`src/rtl/improved_dr_ald_16_pipe_if.sv`:
```
// Valid/ready operand and result bundle for the approximate log divider.
// The master drives operands and result-ready; the slave is the divider.
interface improved_dr_ald_16_pipe_if;
   logic        i_valid;
   logic        o_ready;
   logic [15:0] i_a;
   logic [15:0] i_b;
   logic        o_valid;
   logic        i_ready;
   logic [31:0] o_q;
   logic        o_dz;

   modport master (
      output i_valid, i_a, i_b, i_ready,
      input  o_ready, o_valid, o_q, o_dz
   );

   modport slave (
      input  i_valid, i_a, i_b, i_ready,
      output o_ready, o_valid, o_q, o_dz
   );
endinterface

```
`src/rtl/improved_dr_ald_16_pipe.sv`:
```
// 3-stage Mitchell log divider: signed 16/16 -> signed Q16.16 with divide-by-zero flag.
// Optional macro ALD_ERRCOMP_EN adds a 1-LSB mantissa correction from the truncated remainders.
module improved_dr_ald_16_pipe #(
   parameter int M_WIDTH = 10
) (
   input logic                     i_clk,
   input logic                     i_rst_n,
   improved_dr_ald_16_pipe_if.slave bus
);

   localparam int REM_WIDTH = 15 - M_WIDTH;
   localparam int FD_WIDTH  = M_WIDTH + 2;

   typedef struct packed {
      logic a_zero;
      logic b_zero;
      logic a_neg;
      logic sign_q;
   } flags_t;

   typedef struct packed {
      logic [3:0]         k_a;
      logic [3:0]         k_b;
      logic [M_WIDTH-1:0] f_a;
      logic [M_WIDTH-1:0] f_b;
      flags_t             fl;
   } s1_t;

   typedef struct packed {
      logic [5:0]  e;
      logic [15:0] m;
      flags_t      fl;
   } s2_t;

   function automatic logic [15:0] abs16(input logic [15:0] v);
      // -32768 maps to 0x8000, which is exactly its magnitude read as unsigned.
      return v[15] ? 16'(-v) : v;
   endfunction

   function automatic logic [3:0] lead_one(input logic [15:0] v);
      logic [3:0] pos;
      pos = '0;
      for (int i = 0; i < 16; i++) begin
         if (v[i]) pos = 4'(i);
      end
      return pos;
   endfunction

   logic        en;
   logic        v1_q, v2_q, v3_q;
   s1_t         s1_c, s1_q;
   s2_t         s2_c, s2_q;
   logic [31:0] q_c, q3_q;
   logic        dz_c, dz3_q;

   assign en          = !v3_q || bus.i_ready;
   assign bus.o_ready = en;
   assign bus.o_valid = v3_q;
   assign bus.o_q     = q3_q;
   assign bus.o_dz    = dz3_q;

   // ---------------- S1: sign, magnitude, leading one, normalise ----------------
   logic [15:0] mag_a_c, mag_b_c, norm_a_c, norm_b_c;

   always_comb begin
      // NOTE: every combinational output gets a value before any branch so no latch is inferred.
      s1_c     = '0;
      mag_a_c  = abs16(bus.i_a);
      mag_b_c  = abs16(bus.i_b);
      s1_c.k_a = lead_one(mag_a_c);
      s1_c.k_b = lead_one(mag_b_c);
      norm_a_c = mag_a_c << (4'd15 - s1_c.k_a);
      norm_b_c = mag_b_c << (4'd15 - s1_c.k_b);
      s1_c.f_a = M_WIDTH'(norm_a_c >> REM_WIDTH);
      s1_c.f_b = M_WIDTH'(norm_b_c >> REM_WIDTH);
      s1_c.fl.a_zero = (bus.i_a == 16'd0);
      s1_c.fl.b_zero = (bus.i_b == 16'd0);
      s1_c.fl.a_neg  = bus.i_a[15];
      s1_c.fl.sign_q = bus.i_a[15] ^ bus.i_b[15];
   end

`ifdef ALD_ERRCOMP_EN
   localparam int RW = (REM_WIDTH > 0) ? REM_WIDTH : 1;
   logic [RW-1:0] rem_a_c, rem_b_c, rem_a_q, rem_b_q;

   assign rem_a_c = norm_a_c[RW-1:0];
   assign rem_b_c = norm_b_c[RW-1:0];

   always_ff @(posedge i_clk or negedge i_rst_n) begin
      if (!i_rst_n) begin
         rem_a_q <= '0;
         rem_b_q <= '0;
      end else if (en) begin
         rem_a_q <= rem_a_c;
         rem_b_q <= rem_b_c;
      end
   end
`endif

   // ---------------- S2: log subtraction ----------------
   logic signed [4:0]          kd_c;
   logic signed [FD_WIDTH-1:0] fd_c;

   always_comb begin
      s2_c = '0;
      kd_c = $signed({1'b0, s1_q.k_a}) - $signed({1'b0, s1_q.k_b});
      fd_c = $signed({2'b00, s1_q.f_a}) - $signed({2'b00, s1_q.f_b});
`ifdef ALD_ERRCOMP_EN
      if (M_WIDTH < 15 && s1_q.k_a >= 4'd3 && s1_q.k_b >= 4'd3) begin
         if (rem_a_q > rem_b_q)      fd_c = fd_c + $signed(FD_WIDTH'(1));
         else if (rem_a_q < rem_b_q) fd_c = fd_c - $signed(FD_WIDTH'(1));
      end
`endif
      // fd's top two bits are its integer part (-1, 0 or +1): folding that into the
      // exponent leaves fd's fraction bits as the 1.x mantissa in every case.
      s2_c.e  = {kd_c[4], kd_c} + {{4{fd_c[FD_WIDTH-1]}}, fd_c[FD_WIDTH-1:FD_WIDTH-2]};
      s2_c.m  = 16'({1'b1, fd_c[M_WIDTH-1:0]}) << REM_WIDTH;
      s2_c.fl = s1_q.fl;
   end

   // ---------------- S3: antilog, saturation, sign, special cases ----------------
   logic signed [5:0] sh_c;
   logic [5:0]        nsh_c;
   logic [47:0]       mag_c;

   always_comb begin
      sh_c  = $signed(s2_q.e) + 6'sd1;
      nsh_c = 6'(-sh_c);
      if (sh_c < 0) mag_c = {32'd0, s2_q.m} >> nsh_c;
      else          mag_c = {32'd0, s2_q.m} << sh_c[4:0];

      q_c  = '0;
      dz_c = 1'b0;
      if (s2_q.fl.b_zero) begin
         dz_c = 1'b1;
         q_c  = s2_q.fl.a_neg ? 32'h8000_0000 : 32'h7FFF_FFFF;
      end else if (s2_q.fl.a_zero) begin
         q_c = '0;
      end else if (!s2_q.fl.sign_q) begin
         q_c = (mag_c >= 48'h8000_0000) ? 32'h7FFF_FFFF : mag_c[31:0];
      end else begin
         q_c = (mag_c > 48'h8000_0000) ? 32'h8000_0000 : -mag_c[31:0];
      end
   end

   // ---------------- Pipeline registers, all gated by the global advance ----------------
   always_ff @(posedge i_clk or negedge i_rst_n) begin
      if (!i_rst_n) begin
         // NOTE: stage data is cleared along with the valid bits so o_q/o_dz read 0 out of reset.
         v1_q  <= 1'b0;
         v2_q  <= 1'b0;
         v3_q  <= 1'b0;
         s1_q  <= '0;
         s2_q  <= '0;
         q3_q  <= '0;
         dz3_q <= 1'b0;
      end else if (en) begin
         // NOTE: non-blocking so every stage samples its predecessor's pre-edge value.
         v1_q  <= bus.i_valid;
         s1_q  <= s1_c;
         v2_q  <= v1_q;
         s2_q  <= s2_c;
         v3_q  <= v2_q;
         q3_q  <= q_c;
         dz3_q <= dz_c;
      end
   end

endmodule
```
`src/flat_wrapper.sv`:
```
// flat-port wrapper written by rule: the top's interface ports become plain ports
module improved_dr_ald_16_pipe_flat 
#(
   parameter int M_WIDTH = 10
)
  (i_clk, i_rst_n, bus_i_valid, bus_i_a, bus_i_b, bus_i_ready, bus_o_ready, bus_o_valid, bus_o_q, bus_o_dz);
  improved_dr_ald_16_pipe_if bus_i ();
  input logic i_clk;
  input logic i_rst_n;
  input wire logic [$bits(bus_i.i_valid)-1:0] bus_i_valid;
  input wire logic [$bits(bus_i.i_a)-1:0] bus_i_a;
  input wire logic [$bits(bus_i.i_b)-1:0] bus_i_b;
  input wire logic [$bits(bus_i.i_ready)-1:0] bus_i_ready;
  output wire logic [$bits(bus_i.o_ready)-1:0] bus_o_ready;
  output wire logic [$bits(bus_i.o_valid)-1:0] bus_o_valid;
  output wire logic [$bits(bus_i.o_q)-1:0] bus_o_q;
  output wire logic [$bits(bus_i.o_dz)-1:0] bus_o_dz;
  assign bus_i.i_valid = bus_i_valid;
  assign bus_i.i_a = bus_i_a;
  assign bus_i.i_b = bus_i_b;
  assign bus_i.i_ready = bus_i_ready;
  assign bus_o_ready = bus_i.o_ready;
  assign bus_o_valid = bus_i.o_valid;
  assign bus_o_q = bus_i.o_q;
  assign bus_o_dz = bus_i.o_dz;
  improved_dr_ald_16_pipe #(.M_WIDTH(M_WIDTH)) u_core (.i_clk(i_clk), .i_rst_n(i_rst_n), .bus(bus_i));
endmodule
```
`config.mk`:
```
export PLATFORM = sky130hd
export DESIGN_NAME = improved_dr_ald_16_pipe_flat
export DESIGN_NICKNAME = d
export VERILOG_FILES = /design/src/rtl/improved_dr_ald_16_pipe_if.sv /design/src/rtl/improved_dr_ald_16_pipe.sv /design/src/flat_wrapper.sv
export SDC_FILE = /design/constraint.sdc
export NUM_CORES = 1
export LEC_CHECK = 0
export BUFFER_PORTS_ARGS = -buffer_cell sky130_fd_sc_hd__buf_4
export CORE_ASPECT_RATIO = 0.75
export CORE_MARGIN = 3
export CORE_UTILIZATION = 68
export CTS_CLUSTER_DIAMETER = 200
export DETAILED_ROUTE_END_ITERATION = 6
export PLACE_DENSITY_LB_ADDON = 0.25
export SETUP_SLACK_MARGIN = 0.1
export SLEW_MARGIN = 20
export SYNTH_ARGS = -nofsm -noshare
export SYNTH_HDL_FRONTEND = slang
export SYNTH_SLANG_ARGS = --single-unit
```
`constraint.sdc`:
```
create_clock -name i_clk -period 7.55 [get_ports i_clk]
set_clock_uncertainty 0.05 [all_clocks]
set_input_delay 1.51 -clock i_clk [delete_from_list [all_inputs] [get_ports i_clk]]
set_output_delay 1.51 -clock i_clk [all_outputs]
set_load 0.05 [all_outputs]
```
==> results.md <==
- For this design, the sink count on the clock tree is 89.
- The critical path in this run is classified as reg2reg.
- The worst-case hold path end point is u_core.v2_q$_DFFE_PN0P_.
- Setup repair after global routing left no endpoint under its margin.
- At the pin with the least slew margin, the transition time is 1.04 ns.
- The setup slack on the worst flop-to-flop path is 2.13 ns.
- The run finished with clean final reports.
- The total vias in the final route is 9939.
- The final-stage net count is 1285.
- The largest single stage delay on the critical path is 1.08 ns.
- The core region is 14000 sq um.
- After synthesis, the cell types taking the most area are dfrtp_1, mux2i_1, nor2_1.
- The worst-case reg-to-reg path depth is 13.
- The max-slew violation count was 0.
- The total of warnings raised by yosys is 0.
- The count of final setup violators is 0.
- The count of input and output buffers is 70.
- Entering global routing, the biggest net connects 83 pins.
- The cell family with the largest share of critical-path delay is compound AO/OA/AOI/OAI gates.
- The DRC violations left is 0.
- The via count of the first global-routing pass is 8804.
- The count of endpoints failing hold in the final timing report is 0.
- Of the post-synthesis cell area, the dominant cell type holds 22.5%.
- The worst setup path is captured at a register.
- The H-tree level count is 3.
- The first routing iteration left 1407 violations.
- In this run the tightest slew margin relative to its limit is 30.9%.
- No sink is reached through more buffers than the 2 on the longest clock path.
- The clock tree root buffer cell is clkbuf_16.
- The total buffers and inverters traversed by the critical path is 3.
- TritonCTS built the clock tree.
- The die outline height is 110 um.
- Sequential cells were found to cover 22.5% of the synthesized design area.
- The average wire per standard cell is 20.2 um.
- STA puts the critical path data arrival time at 5.61 ns.
- The number of setup buffers added after CTS is 0.
- The destination of the worst register-to-register timing path is u_core.bus.o_q[26]$_DFFE_PN0P_.
- For the worst setup path, the data required time is 7.73 ns.
- The die area is 16000 sq um.
- The ratio of cells with drive above 1 in the final layout is 16.1%.
- The starting density of the core is 70.7%.
- After detailed routing, the total wire length is 28.8 mm.
- Global routing used 34.7% of the available tracks across all layers.
- Clock-pin slew was measured on the worst setup and hold paths at 0.07 ns.
- The clock latency reported for the late side of the worst-skew pair is 0.34 ns.
- Detailed placement ended at an HPWL of 21.3 mm.
- The first global-routing pass estimated 46.3 mm of wire.
- The worst hold path belongs to the class reg2reg.
- The cell row count is 37.
- Buffers inserted to repair hold after CTS numbered 0.
- Counting instances, the worst hold path has a depth of 2.
- The average instance area after synthesis is 8.14 sq um.
- The startpoint of the lowest-slack register-to-register path is u_core.s2_q[20]$_DFFE_PN0P_.
- The worst-path cell with the longest stage delay is ha_2.
- The worst path in the final design needs a cycle of 5.42 ns, including I/O delays and setup.
- The hold path startpoint is u_core.v2_q$_DFFE_PN0P_.
- Among all cell types in the netlist, the one instantiated most often is nor2_1.
- Of the available clock period, the critical path in the final layout requires 71.8%.
- The largest total area in the synthesized netlist belongs to dfrtp_1.
- The number of cells upsized or downsized after cts is 0.
- The critical path startpoint category is a register.
- Counting flops with a built-in enable in the synthesized netlist gives 0.
- Sorting the synthesized cells by how often they occur yields nor2_1, nand2_1, dfrtp_1, a21oi_1, mux2i_1.
- The initial antenna violation count is 0.
- For this run, the leading register cell type out of synthesis is dfrtp_1.
- Routability-driven placement finished with a final weighted congestion of 1.03.
- The netlist area before placement is 9880 sq um.
- The post-synthesis net count is 1277.
- Counting every instance in the synthesized netlist gives 1215.
- Pin placement for this block handled 71 I/O pins.
- The via density per instance is 6.98.
- The number of CTS-inserted buffers is 9.
- From left edge to right edge, the die measures 145 um.
- In this run the worst path has a maximum fanout of 50.
- Counting flops with an async set or reset pin after synthesis yields a share of 100%.
- For this run, the top clock speed supported by timing is 184 MHz.
- The total overflow left after global routing is 0.
- The count of different cell masters after synthesis is 107.
- The critical path goes through buf_4, ha_2, mux2i_2, a211oi_1, nor2_4, a2111oi_0, a21o_1, nor4_2, buf_4, a31oi_2, inv_1, a211oi_1, nor2_1.
- Once detail routing completed, the nets flagged for antenna violations numbered 0.
- After synthesis the netlist holds a flip-flop and latch count of 89.
- The setup TNS is 0 ns.
- From synthesis to final layout, the design area changed by 7.57%.
- The max-capacitance violation count is 0.
- For this run, the detailed router's first-pass iteration total came to 7.
tightest hold or removal path: cells and delay by family (launching register included):
| kind | cells | cell delay (ns) |
|---|---|---|
| DFF | 1 | 0.34 |
| and+or+nand+nor | 2 | 0.10 |
through the flow:
stage	instances	hold slack, ns	setup slack, ns	utilization [%]	cell area (sq um)
6_report	1424	0.414	2.13	76.1	10600
5_1_grt	1423	0.443	1.78	76.0	10600
3_3_place_gp	1407	0.391	2.46	73.7	10300
2_1_floorplan	1215	0.380	3.08	-	9880
4_1_cts	1423	0.417	2.25	76.0	10600
3_5_place_dp	1407	0.402	2.28	73.7	10300
cell usage in the layout (no fill, tap or decap), types with 8 or more instances in the layout:
cell       instances
nand3_1           39
xnor2_1           34
o22a_1            16
o211ai_1          11
o31ai_1           16
inv_1             51
nand2b_1          12
mux2i_1           62
mux2_2            27
o22ai_1           15
a31oi_1           21
nor2b_1            8
nand4_1           12
dfrtp_1           89
a221oi_1          12
o32a_1             8
and2_1            15
and3_1            15
nand2_1          111
a21oi_1           78
o21ai_0           59
a21o_1            18
clkbuf_16          9
a211oi_1          15
nor2_1           115
nor3_1            30
buf_4             79
xor2_1            31
ha_1              22
mux4_2            11
cells by family (layout without fill, tap and decap cells):
kind of cell / after synthesis / in the layout / share of synthesized area (%)
buffers and inverters: 138 / 151 / 6.65
AND/OR/NAND/NOR: 413 / 413 / 20.9
AO/OA/AOI/OAI: 373 / 373 / 26.7
XOR/XNOR: 69 / 69 / 6.65
multiplexers: 107 / 107 / 13.0
other: 0 / 1 / 0
adder cells (fa/ha/maj): 26 / 26 / 3.52
flip-flops: 89 / 89 / 22.5
routing by layer:
metal  vias to the layer above  track usage, %  wire length, um
met5                         -               0                0
met4                         0            7.21              672
met3                        94            10.9             3960
met2                       680            47.6            11600
met1                      4632            53.3            12500
li1                       4533               -                -
flip-flops by register name (all words and copies together) (netlist names):
name and flops:
u_core.v1_q 1, u_core.bus.o_dz 1, u_core.bus.o_valid 1, u_core.bus.o_q 32
u_core.s2_q 21, u_core.s1_q 32, u_core.v2_q 1
layout make-up:
type                            instances  area (sq um)
Multi-Input combinational cell        988          7030
Fill cell                            1043          3350
Sequential cell                        89          2230
Timing Repair Buffer                   79           593
Tap cell                              195           244
Clock buffer                            9           225
Inverter                               56           211
Clock inverter                          7           101
Antenna cell                            1          2.50
worst max-delay path by stage:
stage,from,to,slack (ns),cells past startpoint
6_report,u_core.s2_q[20]$_DFFE_PN0P_,u_core.bus.o_q[26]$_DFFE_PN0P_,2.13,13
5_1_grt,u_core.s2_q[20]$_DFFE_PN0P_,u_core.bus.o_q[26]$_DFFE_PN0P_,1.78,15
4_1_cts,u_core.s2_q[20]$_DFFE_PN0P_,u_core.bus.o_q[26]$_DFFE_PN0P_,2.25,15
3_5_place_dp,u_core.s2_q[20]$_DFFE_PN0P_,u_core.bus.o_q[26]$_DFFE_PN0P_,2.28,15
3_3_place_gp,u_core.s2_q[20]$_DFFE_PN0P_,u_core.bus.o_q[14]$_DFFE_PN0P_,2.46,15
2_1_floorplan,bus_i_a[2],u_core.s1_q[23]$_DFFE_PN0P_,3.08,13
Power is not shown: default switching activity piles up to over one toggle a cycle in this logic, so the estimate is an artifact.
